**config.mk**
```make
export PLATFORM = sky130hd
export DESIGN_NAME = radio_serial_xcvr
export DESIGN_NICKNAME = d
export VERILOG_FILES = /design/src/rtl/radio_pkg.sv /design/src/rtl/radio_sync_fifo.sv /design/src/rtl/radio_serial_xcvr.sv
export SDC_FILE = /design/constraint.sdc
export NUM_CORES = 1
export LEC_CHECK = 0
export ABC_AREA = 1
export BUFFER_PORTS_ARGS = -buffer_cell sky130_fd_sc_hd__buf_2
export CAP_MARGIN = 20
export CELL_PAD_IN_SITES_DETAIL_PLACEMENT = 1
export CELL_PAD_IN_SITES_GLOBAL_PLACEMENT = 2
export CORE_ASPECT_RATIO = 1.1
export CORE_MARGIN = 2
export CORE_UTILIZATION = 40
export DETAILED_ROUTE_END_ITERATION = 10
export GPL_ROUTABILITY_DRIVEN = 1
export PLACE_DENSITY_LB_ADDON = 0.1
export SLEW_MARGIN = 20
export SYNTH_ARGS = -nofsm -noshare
export SYNTH_HDL_FRONTEND = slang
export SYNTH_HIERARCHICAL = 1
export SYNTH_SLANG_ARGS = --single-unit
```
**constraint.sdc**
```tcl
create_clock -name clk_clk -period 6 [get_ports clk_clk]
set_input_delay 0.3 -clock clk_clk [delete_from_list [all_inputs] [get_ports clk_clk]]
set_output_delay 0.3 -clock clk_clk [all_outputs]
set_load 0.01 [all_outputs]
```
**src/rtl/radio_pkg.sv**
```systemverilog
// Shared definitions for the radio serial transceiver: FSM state encoding and
// serial line levels.
package radio_pkg;

  typedef enum logic [2:0] {
    IDLE,
    START,
    DATA,
    PARITY,
    STOP
  } xcvr_state_e;

  localparam logic IDLE_LEVEL  = 1'b1;
  localparam logic START_LEVEL = 1'b0;

endpackage

```
**src/rtl/radio_sync_fifo.sv**
```systemverilog
// Single-clock show-ahead FIFO for the TX path; writes are refused while full,
// even if a pop happens on the same cycle.
module radio_sync_fifo #(
  parameter int WIDTH = 8,
  parameter int DEPTH = 16
) (
  input  logic             clk,
  input  logic             reset,
  input  logic             wr_en,
  input  logic [WIDTH-1:0] wr_data,
  input  logic             rd_en,
  output logic [WIDTH-1:0] rd_data,
  output logic             full,
  output logic             empty
);

  localparam int AW = $clog2(DEPTH);

  logic [WIDTH-1:0] mem [DEPTH];
  logic [AW-1:0]    wr_ptr;
  logic [AW-1:0]    rd_ptr;
  logic [AW:0]      count;
  logic             do_wr;
  logic             do_rd;

  assign full    = (count == (AW+1)'(DEPTH));
  assign empty   = (count == '0);
  assign do_wr   = wr_en && !full;
  assign do_rd   = rd_en && !empty;
  assign rd_data = mem[rd_ptr];

  always_ff @(posedge clk) begin
    if (do_wr) mem[wr_ptr] <= wr_data;
  end

  always_ff @(posedge clk) begin
    if (reset) begin
      wr_ptr <= '0;
      rd_ptr <= '0;
      count  <= '0;
    end else begin
      if (do_wr) wr_ptr <= wr_ptr + 1'b1;
      if (do_rd) rd_ptr <= rd_ptr + 1'b1;
      case ({do_wr, do_rd})
        2'b10:   count <= count + 1'b1;
        2'b01:   count <= count - 1'b1;
        default: count <= count;
      endcase
    end
  end

endmodule

```
**src/rtl/radio_serial_xcvr.sv**
```systemverilog
// Serial transceiver: FIFO-buffered TX framer, oversampling RX deframer, LEDs.
// Optional even parity bit enabled by defining RADIO_XCVR_PARITY_EN.
//
// state  | meaning
// IDLE   | line idle, waiting for a word (TX) or a low level (RX)
// START  | start bit (RX: mid-bit glitch check)
// DATA   | payload bits, LSB first
// PARITY | even parity bit (only with RADIO_XCVR_PARITY_EN)
// STOP   | stop bit (RX: deliver word or flag an error)
module radio_serial_xcvr
  import radio_pkg::*;
#(
  parameter int DATA_W       = 8,
  parameter int CLKS_PER_BIT = 16,
  parameter int FIFO_DEPTH   = 16,
  parameter int LED_W        = 8
) (
  input  logic              clk_clk,
  input  logic              reset_reset,
  input  logic [DATA_W-1:0] tx_data,
  input  logic              tx_valid,
  output logic              tx_ready,
  output logic [DATA_W-1:0] rx_data,
  output logic              rx_valid,
  input  logic              rx_ready,
  output logic              tx_serial_data,
  input  logic              rx_serial_data,
  output logic              err_framing,
  output logic              err_overrun,
  output logic              err_parity,
  output logic [LED_W-1:0]  led
);

  localparam int TW = $clog2(CLKS_PER_BIT);
  localparam int BW = $clog2(DATA_W);
  localparam int CW = LED_W - 2;
  localparam logic [TW-1:0] BIT_LAST  = TW'(CLKS_PER_BIT - 1);
  localparam logic [TW-1:0] HALF_LAST = TW'(CLKS_PER_BIT / 2 - 1);
  localparam logic [BW-1:0] BIT_TOP   = BW'(DATA_W - 1);

  xcvr_state_e       tx_state;
  logic [TW-1:0]     tx_timer;
  logic [BW-1:0]     tx_bit;
  logic [DATA_W-1:0] tx_shift;
  logic              tx_ready_en;
  logic              tx_pop;
  logic [DATA_W-1:0] fifo_rd_data;
  logic              fifo_full;
  logic              fifo_empty;
`ifdef RADIO_XCVR_PARITY_EN
  logic              tx_par;
`endif

  assign tx_ready = tx_ready_en && !fifo_full;
  assign tx_pop   = !fifo_empty &&
                    ((tx_state == IDLE) || (tx_state == STOP && tx_timer == '0));

  radio_sync_fifo #(
    .WIDTH (DATA_W),
    .DEPTH (FIFO_DEPTH)
  ) u_tx_fifo (
    .clk     (clk_clk),
    .reset   (reset_reset),
    .wr_en   (tx_valid && tx_ready),
    .wr_data (tx_data),
    .rd_en   (tx_pop),
    .rd_data (fifo_rd_data),
    .full    (fifo_full),
    .empty   (fifo_empty)
  );

  always_ff @(posedge clk_clk) begin
    if (reset_reset) begin
      tx_state       <= IDLE;
      tx_serial_data <= IDLE_LEVEL;
      tx_timer       <= '0;
      tx_bit         <= '0;
      tx_shift       <= '0;
      tx_ready_en    <= 1'b0;
`ifdef RADIO_XCVR_PARITY_EN
      tx_par         <= 1'b0;
`endif
    end else begin
      tx_ready_en <= 1'b1;
      case (tx_state)
        IDLE: begin
          if (tx_pop) begin
            tx_state       <= START;
            tx_serial_data <= START_LEVEL;
            tx_timer       <= BIT_LAST;
            tx_shift       <= fifo_rd_data;
`ifdef RADIO_XCVR_PARITY_EN
            tx_par         <= ^fifo_rd_data;
`endif
          end
        end
        START: begin
          if (tx_timer == '0) begin
            tx_state       <= DATA;
            tx_serial_data <= tx_shift[0];
            tx_timer       <= BIT_LAST;
            tx_bit         <= BIT_TOP;
          end else begin
            tx_timer <= tx_timer - 1'b1;
          end
        end
        DATA: begin
          if (tx_timer == '0) begin
            tx_timer <= BIT_LAST;
            tx_shift <= tx_shift >> 1;
            if (tx_bit == '0) begin
`ifdef RADIO_XCVR_PARITY_EN
              tx_state       <= PARITY;
              tx_serial_data <= tx_par;
`else
              tx_state       <= STOP;
              tx_serial_data <= IDLE_LEVEL;
`endif
            end else begin
              tx_bit         <= tx_bit - 1'b1;
              tx_serial_data <= tx_shift[1];
            end
          end else begin
            tx_timer <= tx_timer - 1'b1;
          end
        end
        PARITY: begin
          if (tx_timer == '0) begin
            tx_state       <= STOP;
            tx_serial_data <= IDLE_LEVEL;
            tx_timer       <= BIT_LAST;
          end else begin
            tx_timer <= tx_timer - 1'b1;
          end
        end
        STOP: begin
          if (tx_timer == '0) begin
            // back-to-back frames: reload straight into START without an idle bit
            if (tx_pop) begin
              tx_state       <= START;
              tx_serial_data <= START_LEVEL;
              tx_timer       <= BIT_LAST;
              tx_shift       <= fifo_rd_data;
`ifdef RADIO_XCVR_PARITY_EN
              tx_par         <= ^fifo_rd_data;
`endif
            end else begin
              tx_state       <= IDLE;
              tx_serial_data <= IDLE_LEVEL;
            end
          end else begin
            tx_timer <= tx_timer - 1'b1;
          end
        end
        default: begin
          tx_state       <= IDLE;
          tx_serial_data <= IDLE_LEVEL;
        end
      endcase
    end
  end

  logic              rx_s1;
  logic              rx_s2;
  xcvr_state_e       rx_state;
  logic [TW-1:0]     rx_timer;
  logic [BW-1:0]     rx_bit;
  logic [DATA_W-1:0] rx_shift;
  logic              rx_wait;
  logic [CW-1:0]     rx_count;
`ifdef RADIO_XCVR_PARITY_EN
  logic              rx_par_bad;
`else
  assign err_parity = 1'b0;
`endif

  always_ff @(posedge clk_clk) begin
    if (reset_reset) begin
      rx_s1 <= IDLE_LEVEL;
      rx_s2 <= IDLE_LEVEL;
    end else begin
      rx_s1 <= rx_serial_data;
      rx_s2 <= rx_s1;
    end
  end

  always_ff @(posedge clk_clk) begin
    if (reset_reset) begin
      rx_state    <= IDLE;
      rx_timer    <= '0;
      rx_bit      <= '0;
      rx_shift    <= '0;
      rx_wait     <= 1'b0;
      rx_count    <= '0;
      rx_data     <= '0;
      rx_valid    <= 1'b0;
      err_framing <= 1'b0;
      err_overrun <= 1'b0;
`ifdef RADIO_XCVR_PARITY_EN
      rx_par_bad  <= 1'b0;
      err_parity  <= 1'b0;
`endif
    end else begin
      err_framing <= 1'b0;
      err_overrun <= 1'b0;
`ifdef RADIO_XCVR_PARITY_EN
      err_parity  <= 1'b0;
`endif
      if (rx_valid && rx_ready) rx_valid <= 1'b0;
      case (rx_state)
        IDLE: begin
          if (rx_s2 == START_LEVEL) begin
            rx_state <= START;
            rx_timer <= HALF_LAST;
          end
        end
        START: begin
          if (rx_timer == '0) begin
            if (rx_s2 == START_LEVEL) begin
              rx_state <= DATA;
              rx_timer <= BIT_LAST;
              rx_bit   <= BIT_TOP;
            end else begin
              rx_state <= IDLE;
            end
          end else begin
            rx_timer <= rx_timer - 1'b1;
          end
        end
        DATA: begin
          if (rx_timer == '0) begin
            rx_shift <= {rx_s2, rx_shift[DATA_W-1:1]};
            rx_timer <= BIT_LAST;
            if (rx_bit == '0) begin
`ifdef RADIO_XCVR_PARITY_EN
              rx_state <= PARITY;
`else
              rx_state <= STOP;
`endif
            end else begin
              rx_bit <= rx_bit - 1'b1;
            end
          end else begin
            rx_timer <= rx_timer - 1'b1;
          end
        end
        PARITY: begin
          if (rx_timer == '0) begin
`ifdef RADIO_XCVR_PARITY_EN
            rx_par_bad <= (rx_s2 != ^rx_shift);
`endif
            rx_state <= STOP;
            rx_timer <= BIT_LAST;
          end else begin
            rx_timer <= rx_timer - 1'b1;
          end
        end
        STOP: begin
          // after a framing error, hold here until the line is released
          if (rx_wait) begin
            if (rx_s2 == IDLE_LEVEL) begin
              rx_wait  <= 1'b0;
              rx_state <= IDLE;
            end
          end else if (rx_timer == '0) begin
            if (rx_s2 != IDLE_LEVEL) begin
              err_framing <= 1'b1;
              rx_wait     <= 1'b1;
`ifdef RADIO_XCVR_PARITY_EN
            end else if (rx_par_bad) begin
              err_parity <= 1'b1;
              rx_state   <= IDLE;
`endif
            end else begin
              rx_state <= IDLE;
              if (!rx_valid || rx_ready) begin
                rx_data  <= rx_shift;
                rx_valid <= 1'b1;
                rx_count <= rx_count + 1'b1;
              end else begin
                err_overrun <= 1'b1;
              end
            end
          end else begin
            rx_timer <= rx_timer - 1'b1;
          end
        end
        default: rx_state <= IDLE;
      endcase
    end
  end

  assign led = {rx_count, (rx_state != IDLE), (tx_state != IDLE)};

endmodule

```
* Word level (Yosys, flattened, before mapping) *
Memory sizes are Yosys's and may differ from the RTL's. A register that Yosys moved wholly into a read port is not among the register bits.
Cells that the tools add are included.

storage, ports and cells
  register bits = 71
  bits in writable memories = 128
  bits of input ports = 13
  output and inout port bits = 22
  logic and storage cells = 170
  memories kept = 1

memories
  memory         words  bits a word  rd ports  clocked after Yosys merged registers in  wr ports  RTL line               source
  u_tx_fifo.mem  16     8            1         1                                        1         radio_sync_fifo.sv:19  logic [WIDTH-1:0] mem [DEPTH];

cells by class
  add/subtract/negate cells = 9
  equal/unequal tests = 29
  muxes and demuxes = 66
  bitwise logic cells = 4
  reduce and logical (&&, ||, !) cells = 40

operators with widths
  operator                                                            number
  3-bit two-way mux                                                   21
  4-bit two-way mux                                                   11
  3-bit case mux with 5 select lines                                  2
  2-bit != test, second input constant                                14
  8-bit two-way mux                                                   3
  8-bit case mux with 3 select lines                                  1
  1-bit two-way mux                                                   21
  5-bit AND reduction                                                 4
  4-bit case mux with 4 select lines                                  1
  3-bit by 2-bit == test with 1-bit output, second input constant     4
  3-bit logical NOT                                                   4
  3-bit case mux with 2 select lines                                  2
  4-bit case mux with 3 select lines                                  1
  6-bit AND reduction                                                 2
  3-bit nonzero test                                                  4
  5-bit case mux with 2 select lines                                  1
  4-bit by 1-bit adder with 4-bit output, second input constant       2
  4-bit logical NOT                                                   2
  4-bit by 1-bit subtractor with 4-bit output, second input constant  2
  1-bit logical AND                                                   7
  6-bit by 1-bit adder with 6-bit output, second input constant       1
  3-bit by 1-bit == test with 1-bit output, second input constant     2
  3-bit == test, second input constant                                2
  3-bit != test, second input constant                                2
  other kinds (21)                                                    32

* Depth between registers and ports, before layout *
Gate-level depths: netlist of run 1.

  word-level depth = 7
  gate-level depth with buffers = 22
  mapped depth without buffers = 21

* Modules after synthesis *
The synthesis of run 1 kept the hierarchy.

by module, submodules not included
  module             times used  cells an instance  area each (um2)  seq. area each (um2)
  radio_sync_fifo    1           478                6064.6           4184.0
  radio_serial_xcvr  1           430                2941.6           1161.1

* Worst setup path before layout of run 1 *
OpenSTA, ideal clock, no wires.

  path type = reg2reg
  from = reg tx_timer[0]
  to = reg u_tx_fifo.count[4]
  setup time = 0.109 ns
  arrival = 2.291 ns
  required time = 5.891 ns
  slack = 3.600 ns
  cell stages (with the launch flop) = 23
  path buffers = 1
  period minus slack after synthesis = 2.400 ns
  path through = dfxtp_1 -> inv_1 -> ha_1 -> inv_1 -> nor2_2 -> nand2_2 -> nand2_1 -> nand2_4 -> inv_1 -> nand2_4 -> inv_2 -> ha_1 -> clkbuf_2 -> xor2_1 -> ha_1 -> inv_1 -> nand2_1 -> nand2_1 -> nand2_1 -> nand2_1 -> nand3_1 -> nand2_1 -> inv_1

on the way
  word-level cells in the longest chain between the ends = 7
  elaborated cells between the ends (all ways) = 9
  classes of those cells = eq/ne: 2; mux: 1; reduce/logical: 6

RTL lines
  what                                                                              RTL line                  source
  from (decl)                                                                       radio_serial_xcvr.sv:42   logic [TW-1:0] tx_timer;
  from (signal assigned)                                                            radio_serial_xcvr.sv:104  tx_timer <= tx_timer - 1'b1;
  from (signal assigned)                                                            radio_serial_xcvr.sv:124  tx_timer <= tx_timer - 1'b1;
  from (signal assigned)                                                            radio_serial_xcvr.sv:133  tx_timer <= tx_timer - 1'b1;
  4-bit logical NOT (*)                                                             radio_serial_xcvr.sv:56   ((tx_state == IDLE) || (tx_state == STOP && tx_timer == '0));
  1-bit logical AND (*)                                                             radio_serial_xcvr.sv:56
  1-bit logical OR (*)                                                              radio_serial_xcvr.sv:56
  1-bit logical AND (*)                                                             radio_serial_xcvr.sv:55   assign tx_pop = !fifo_empty &&
  net tx_pop                                                                        radio_serial_xcvr.sv:46   logic tx_pop;
  1-bit logical AND (*)                                                             radio_sync_fifo.sv:29     assign do_rd = rd_en && !empty;
  net u_tx_fifo.do_rd                                                               radio_sync_fifo.sv:24     logic do_rd;
  2-bit by 1-bit == test with 1-bit output / 2-bit == test (equally long branches)  radio_sync_fifo.sv:44     case ({do_wr, do_rd})
  5-bit case mux with 2 select lines / 2-bit nonzero test (equally long branches)   -
  to (signal assigned)                                                              radio_sync_fifo.sv:45     2'b10: count <= count + 1'b1;
  to (signal assigned)                                                              radio_sync_fifo.sv:46     2'b01: count <= count - 1'b1;
  to (signal assigned)                                                              radio_sync_fifo.sv:47     default: count <= count;
  to (decl)                                                                         radio_sync_fifo.sv:22     logic [AW:0] count;

The timed path passes the listed nets; every way through them passes the cells marked *.
A chain may end at the register's enable or synchronous reset.

==> results of run 1 <==
## cell families after synthesis
group | synth area share
DFF | 0.593
AOI/OAI and AO/OA | 0.106
other | 0.000416
xor gates and xnor gates | 0.0117
buffers and inverters | 0.0613
adders and majority gates | 0.0195
muxes | 0.0356
and+or+nand+nor | 0.173
## critical path: stages, from the launching register on
cell	delay [ps]
dfxtp_1	300
buf_4	250
inv_1	780
o21ai_0	320
o211ai_1	380
nand2_1	130
nand2_1	90
nand2_1	50
nand3b_1	150
nand2_1	60
nor2_1	50
## final cells by class
type / instances / area [um^2] / share of cell area
sequential: 203 / 5350 / 0.527
clock inverter: 8 / 93.8 / 0.00924
clock buffer: 34 / 659 / 0.0649
tap: 295 / 369 / 0.0363
multi-input combinational: 572 / 3110 / 0.306
inverter: 97 / 367 / 0.0361
timing repair buffer: 36 / 210 / 0.0207
## routing by layer
layer	up-vias	global-route usage
met5	-	0
met2	87	0.357
met1	3125	0.233
met3	33	0.0226
li1	3130	-
met4	0	0.0546
## final timing paths
path | cells after the start | start | slack [ps] | to
max reg2reg | 10 | register | 3310 | tx_shift[2]
max | 10 | register | 3310 | tx_shift[2]
min | 4 | rx_ready | 90 | err_overrun
min reg2reg | 1 | rx_s1 | 430 | rx_s2
## sequential cells by signal, indices dropped and copies added, names as in the netlist, 5 cells and up, named ones only
signal	cells
rx_count	6
rx_data	8
rx_shift	8
tx_shift	8
u_tx_fifo/count	5
u_tx_fifo/mem	128
## power by group through the flow
stage	Sequential, mW	Clock [mW]	Combinational, mW
2_1_floorplan	1.71	0	1.24
3_3_place_gp	1.83	0	1.46
3_5_place_dp	1.83	0	1.49
4_1_cts	1.81	1.43	1.51
5_1_grt	1.76	1.48	1.78
6_report	1.74	1.39	1.56
## through the flow
stage	std cells	utilization	hold WS (ps)	setup slack (ps)
CTS	1244	0.458	76.5	3310
finish	1245	0.459	92.9	3310
global placement	1201	0.424	401	3390
global route	1245	0.459	105	3000
detailed placement	1201	0.424	402	3300
floorplan	908	-	389	3600
## cell usage in the layout, fill, tap and decap left out, drive strengths merged, types with 3 or more instances in the layout
cell,Yosys,final
inv,96,98
clkbuf,21,34
edfxtp,128,128
nor2,104,104
clkinv,1,5
o211ai,32,32
a21oi,69,69
ha,14,14
nand3b,6,6
dfxtp,75,75
nor3,8,8
xnor2,5,5
xor2,7,7
buf,15,35
nand4,3,3
mux2i,32,32
nor3b,4,4
nand2,162,162
o21ai,57,57
nand3,58,58
## cells in the mapped netlist
cell / instances
dfxtp_1: 75
a211oi_1: 2
o21ai_1: 5
a21boi_2: 1
nor4_1: 1
nor2_4: 3
or2_2: 2
nand2_4: 4
a21oi_2: 1
nand4_1: 3
nor2_2: 7
a21boi_0: 1
buf_6: 4
o31ai_1: 1
xnor2_1: 5
conb_1: 1
inv_4: 1
nor3_2: 2
xor2_1: 7
nor2_1: 94
o21ai_0: 52
clkinv_1: 1
nand2_1: 151
edfxtp_1: 128
mux2i_1: 32
inv_1: 87
inv_2: 8
a21oi_4: 2
nor3b_1: 4
nand3b_1: 6
nand3_2: 3
a21oi_1: 66
clkbuf_2: 1
nand2_2: 7
buf_4: 2
nor3_1: 6
buf_2: 9
nand3_1: 55
a31oi_1: 2
clkbuf_1: 20
o211ai_1: 32
ha_1: 14
==> flow_metrics.env, run 1 <==
export IMPL_cts_setup_buffers=0
export IMPL_yosysUniqueCellTypes=42
export IMPL_pin_count=35
export IMPL_postSynthCellCount=908
export IMPL_firstDrtPassIters=4
export IMPL_drive_gt1_frac=0.119
export IMPL_yosysWarnings=6
export IMPL_detailed_place_area_mm2=0.00937
export IMPL_p_sw_mw=1.70
export IMPL_p_sw_frac=0.362
export IMPL_ys_seq_area_frac=0.593
export IMPL_cts_tree="built"
export IMPL_antenna_left=0
export IMPL_gp_congestion=0.834
export IMPL_ys_ff_latch=203
export IMPL_finalCritPeriodShare=0.449
export IMPL_hold_path_class="in2reg"
export IMPL_crit_type="reg2reg"
export IMPL_setup_violations=0
export IMPL_vdd_drop_max_v=0.000309
export IMPL_hold_viol=0
export IMPL_finalSetupTns_ps=0
export IMPL_power_density_mw_per_mm2=462
export IMPL_core_mm2=0.0221
export IMPL_finClkSkew_ps=12.1
export IMPL_avgSynthCellArea_um2=9.92
export IMPL_start_util=0.407
export IMPL_p_clk_frac=0.297
export IMPL_diodes=0
export IMPL_fin_nets=960
export IMPL_synth_fp_nets=935
export IMPL_dpl_hpwl_um=15300
export IMPL_die_x_um=147
export IMPL_clock_latency_ps=510
export IMPL_critPathRequiredTime_ps=6390
export IMPL_met2WireLength_um=11700
export IMPL_grt_max_degree=97
export IMPL_p_int_mw=3.00
export IMPL_postCtsHoldBufs=1
export IMPL_fmax_mhz=371
export IMPL_power_mw=4.69
export IMPL_root_buffer="clkbuf_16"
export IMPL_drv_cap=0
export IMPL_path_max_fanout=33
export IMPL_design_area_mm2=0.0102
export IMPL_area_growth_pct=12.8
export IMPL_yosysTopAreaCellShare=0.427
export IMPL_cts_resized=0
export IMPL_highest_layer="met4"
export IMPL_wl_met1_um=9580
export IMPL_slew_headroom=0.323
export IMPL_vias=6375
export IMPL_die_h_um=161
export IMPL_cp_start_kind="register"
export IMPL_clk_pin_slew_ps=60
export IMPL_rows=57
export IMPL_dieArea_mm2=0.0237
export IMPL_synth_area_mm2=0.00901
export IMPL_grtUsageTotal=0.192
export IMPL_drt_wirelength_per_cell_um=18.1
export IMPL_grt_pass1_wl_um=36200
export IMPL_drc=0
export IMPL_grt_pass1_vias=6736
export IMPL_fillers=2465
export IMPL_yosys_top_cells_area="edfxtp_1, dfxtp_1, nand2_1"
export IMPL_final_max_slew_viol_count=0
export IMPL_critPathArrivalTime_ps=3080
export IMPL_overflow=0
export IMPL_cp_end_kind="register"
export IMPL_cts_buffers=23
export IMPL_period_minus_slack_ps=2690
export IMPL_combPwrFrac=0.332
export IMPL_yosys_area_top_type="edfxtp_1"
export IMPL_antenna_found_initial=0
export IMPL_cts_buffer_depth=3
export IMPL_htree_levels=1
export IMPL_io_buffers=33
export IMPL_power_frac_seq=0.371
export IMPL_wl_um=22600
export IMPL_grt_setup_unrepaired="false"
export IMPL_tightest_slew_ps=1010
export IMPL_drtIter0Drc=290
export IMPL_outcome="finished, final reports clean"
export IMPL_wl_met3_um=645
export IMPL_cts_sinks=203
export IMPL_vias_per_cell=5.12
export IMPL_p_leak_nw=3.91
No activity file was read; power rests on OpenSTA's default activity.
==> inputs of run 2 (changes only) <==
Settings changed: ABC_AREA 1 to 0.
Clock period 6 ns to 2.71 ns, I/O delays scaled along.
==> run 2 against run 1 <==
The run now ends with setup timing left. Maximum frequency is 6.2% lower. Critical path type unchanged. Hold slack worse by 69 ps. Global-route usage down 2.0 points. Clock skew grew 7.0 ps. Sequential power grew 100%. Cell count decreased by 21%. Critical endpoint is now u_tx_fifo/count[4]. Total power up 89%.
==> flow_metrics.env, run 2 <==
export IMPL_yosysTopAreaCellShare=0.452
export IMPL_failed_checks="setup timing"
export IMPL_synth_fp_nets=626
export IMPL_fmax_mhz=349
export IMPL_firstDrtPassIters=4
export IMPL_r2r_start="u_tx_fifo/count[0]"
export IMPL_grt_setup_unrepaired="true"
export IMPL_yosys_top_cells_area="edfxtp_1, dfxtp_1, mux4_2"
export IMPL_layout_common_cells="edfxtp_1, dfxtp_1, nor2_1"
export IMPL_rows=55
export IMPL_clock_latency_ps=510
export IMPL_tightest_slew_ps=584
export IMPL_start_util=0.411
export IMPL_hold_path_endpoint="u_tx_fifo/mem[13][0]"
export IMPL_regToRegEndpoint="u_tx_fifo/count[4]"
export IMPL_p_clk_frac=0.338
export IMPL_drtIter0Drc=169
export IMPL_yosys_area_share_simple=0.103
export IMPL_p_sw_frac=0.277
export IMPL_avgSynthCellArea_um2=14.2
export IMPL_vias=5149
export IMPL_p_leak_nw=3.75
export IMPL_finalCritPeriodShare=1.06
export IMPL_hold_path_class="in2reg"
export IMPL_path_max_fanout=3
export IMPL_htree_levels=1
export IMPL_dpl_hpwl_um=12500
export IMPL_outcome="complete, but fails checks"
export IMPL_holdWs_ps=23.9
export IMPL_fin_nets=713
export IMPL_slew_headroom=0.610
export IMPL_r2r_slack_ps=-160
export IMPL_cts_buffers=22
export IMPL_drt_wirelength_per_cell_um=18.7
export IMPL_finalSetupTns_ps=-231
export IMPL_cts_sinks=203
export IMPL_grt_max_degree=33
export IMPL_grtUsageTotal=0.172
export IMPL_synth_compound_area_frac=0.0625
export IMPL_synthFlopType="edfxtp_1"
export IMPL_synth_most_common_cell="edfxtp_1"
export IMPL_p_sw_mw=2.46
export IMPL_cts_buffer_depth=3
export IMPL_finClkSkew_ps=19.1
export IMPL_setup_slack_ps=-159
export IMPL_pre_cts_ws_ps=-310
export IMPL_gp_congestion=0.750
export IMPL_synth_edff_count=128
export IMPL_antenna_left=0
export IMPL_hold_viol=0
export IMPL_dieArea_mm2=0.0224
export IMPL_ys_seq_area_frac=0.629
export IMPL_yosysUniqueCellTypes=63
export IMPL_cts_tree="built"
export IMPL_diodes=0
export IMPL_yosys_area_top_type="edfxtp_1"
export IMPL_die_x_um=143
export IMPL_post_route_util=0.497
export IMPL_drc=0
export IMPL_hold_depth=1
export IMPL_critPathArrivalTime_ps=3250
export IMPL_drive_gt1_frac=0.305
export IMPL_drv_cap=0
export IMPL_synth_xor_area_frac=0.0113
export IMPL_clk_pin_slew_ps=60
export IMPL_holdCritStartpoint="tx_data[0]"
export IMPL_async_flop_share=0
export IMPL_io_buffers=33
export IMPL_yosysWarnings=6
export IMPL_power_frac_seq=0.399
export IMPL_power_density_mw_per_mm2=863
export IMPL_vias_per_cell=5.22
export IMPL_root_buffer="clkbuf_16"
export IMPL_synth_commonest_cells="edfxtp_1, dfxtp_1, nor2_1, mux4_2, mux2i_1"
export IMPL_synth_adder_area_share=0.0206
export IMPL_fillers=1997
export IMPL_synth_top_family_by_area="multiplexers"
export IMPL_design_area_mm2=0.0103
export IMPL_synth_area_mm2=0.00850
export IMPL_period_minus_slack_ps=2870
export IMPL_die_h_um=157
export IMPL_grt_pass1_vias=5651
export IMPL_grt_pass1_wl_um=30300
export IMPL_largest_reg_flops=128
export IMPL_synthMuxAreaShare=0.144
export IMPL_crit_type="reg2reg"
export IMPL_antenna_found_initial=0
export IMPL_reg2regPathDepth=12
export IMPL_detailed_place_area_mm2=0.00932
export IMPL_cp_start_kind="register"
export IMPL_layout_commonest_cell="edfxtp_1"
export IMPL_overflow=0
export IMPL_critPathRequiredTime_ps=3090
export IMPL_ys_ff_latch=203
export IMPL_vdd_drop_max_v=0.000514
export IMPL_core_mm2=0.0207
export IMPL_postSynthCellCount=599
export IMPL_pin_count=35
export IMPL_area_growth_pct=21.0
export IMPL_setup_violations=2
export IMPL_wl_um=18500
export IMPL_p_int_mw=6.42
export IMPL_final_max_slew_viol_count=0
export IMPL_combPwrFrac=0.264
export IMPL_regMostFlops="u_tx_fifo/mem"
export IMPL_cp_end_kind="register"
run 2: worst max-delay path, stage by stage (launching register included):
cell and delay [ps]:
dfxtp_2 320, or4_4 550, nor2_4 110, nor3_2 50, and2_4 140, o21a_4 120, ha_4 170, xor2_2 160
ha_4 180, nor4b_4 290, a21oi_2 60, o32ai_2 260, mux2_1 340
run 2: layout make-up:
type	count	area (um^2)	area share
clock buffers	25	566	0.0550
flip-flops and latches	203	5350	0.520
repair buffers	98	713	0.0693
clock inverters	15	160	0.0156
multi-input cells	342	3070	0.298
inverters	19	73.8	0.00718
well taps	285	357	0.0347
run 2: worst max path at each step:
stage	to	start	cells after the start	slack, ps
after floorplan	u_tx_fifo/count[4]	u_tx_fifo/count[2]	13	-350
after global placement	u_tx_fifo/count[4]	u_tx_fifo/count[0]	12	-200
after detailed placement	u_tx_fifo/count[4]	u_tx_fifo/count[0]	12	-310
after CTS	u_tx_fifo/count[4]	u_tx_fifo/count[0]	12	-180
after global routing	u_tx_fifo/count[4]	u_tx_fifo/count[0]	12	-290
final	u_tx_fifo/count[4]	u_tx_fifo/count[0]	12	-160
run 2: timing repair:
| action | in CTS | in global routing |
|---|---|---|
| gates resized for setup | 7 | 25 |
| buffers inserted | 3 | 3 |
| hold endpoints to repair | 57 | 0 |
| pin swaps | 3 | 8 |
| hold buffers | 8 | 0 |
| endpoints found under the setup margin | 2 | 3 |
run 2: cells by family (layout without fill, tap and decap cells):
family          after synthesis  count (layout)
fa+ha+maj                    14              14
xor+xnor                     11              11
other cells                   1               1
buf+inv                      54             157
flops                       203             203
simple gates                166             166
mux                          71              71
compound gates               79              79
run 2: through the flow:
step / instances / power [mW]
final: 987 / 8.88
after global routing: 987 / 9.36
after CTS: 984 / 8.89
after detailed placement: 933 / 5.77
after global placement: 933 / 5.68
after floorplan: 599 / 5.09
run 2: power by group through the flow:
stage,clock [mW],sequential (mW),combinational (mW)
2_1_floorplan,0,3.59,1.50
6_report,3.00,3.54,2.34
4_1_cts,3.10,3.53,2.26
3_3_place_gp,0,3.58,2.10
5_1_grt,3.22,3.55,2.59
3_5_place_dp,0,3.60,2.18
run 2: routing by layer:
layer  GRT usage  wire length [um]
met1       0.209              7790
met2       0.320              9900
met3      0.0274               514
met4      0.0410               295
met5           0                 0
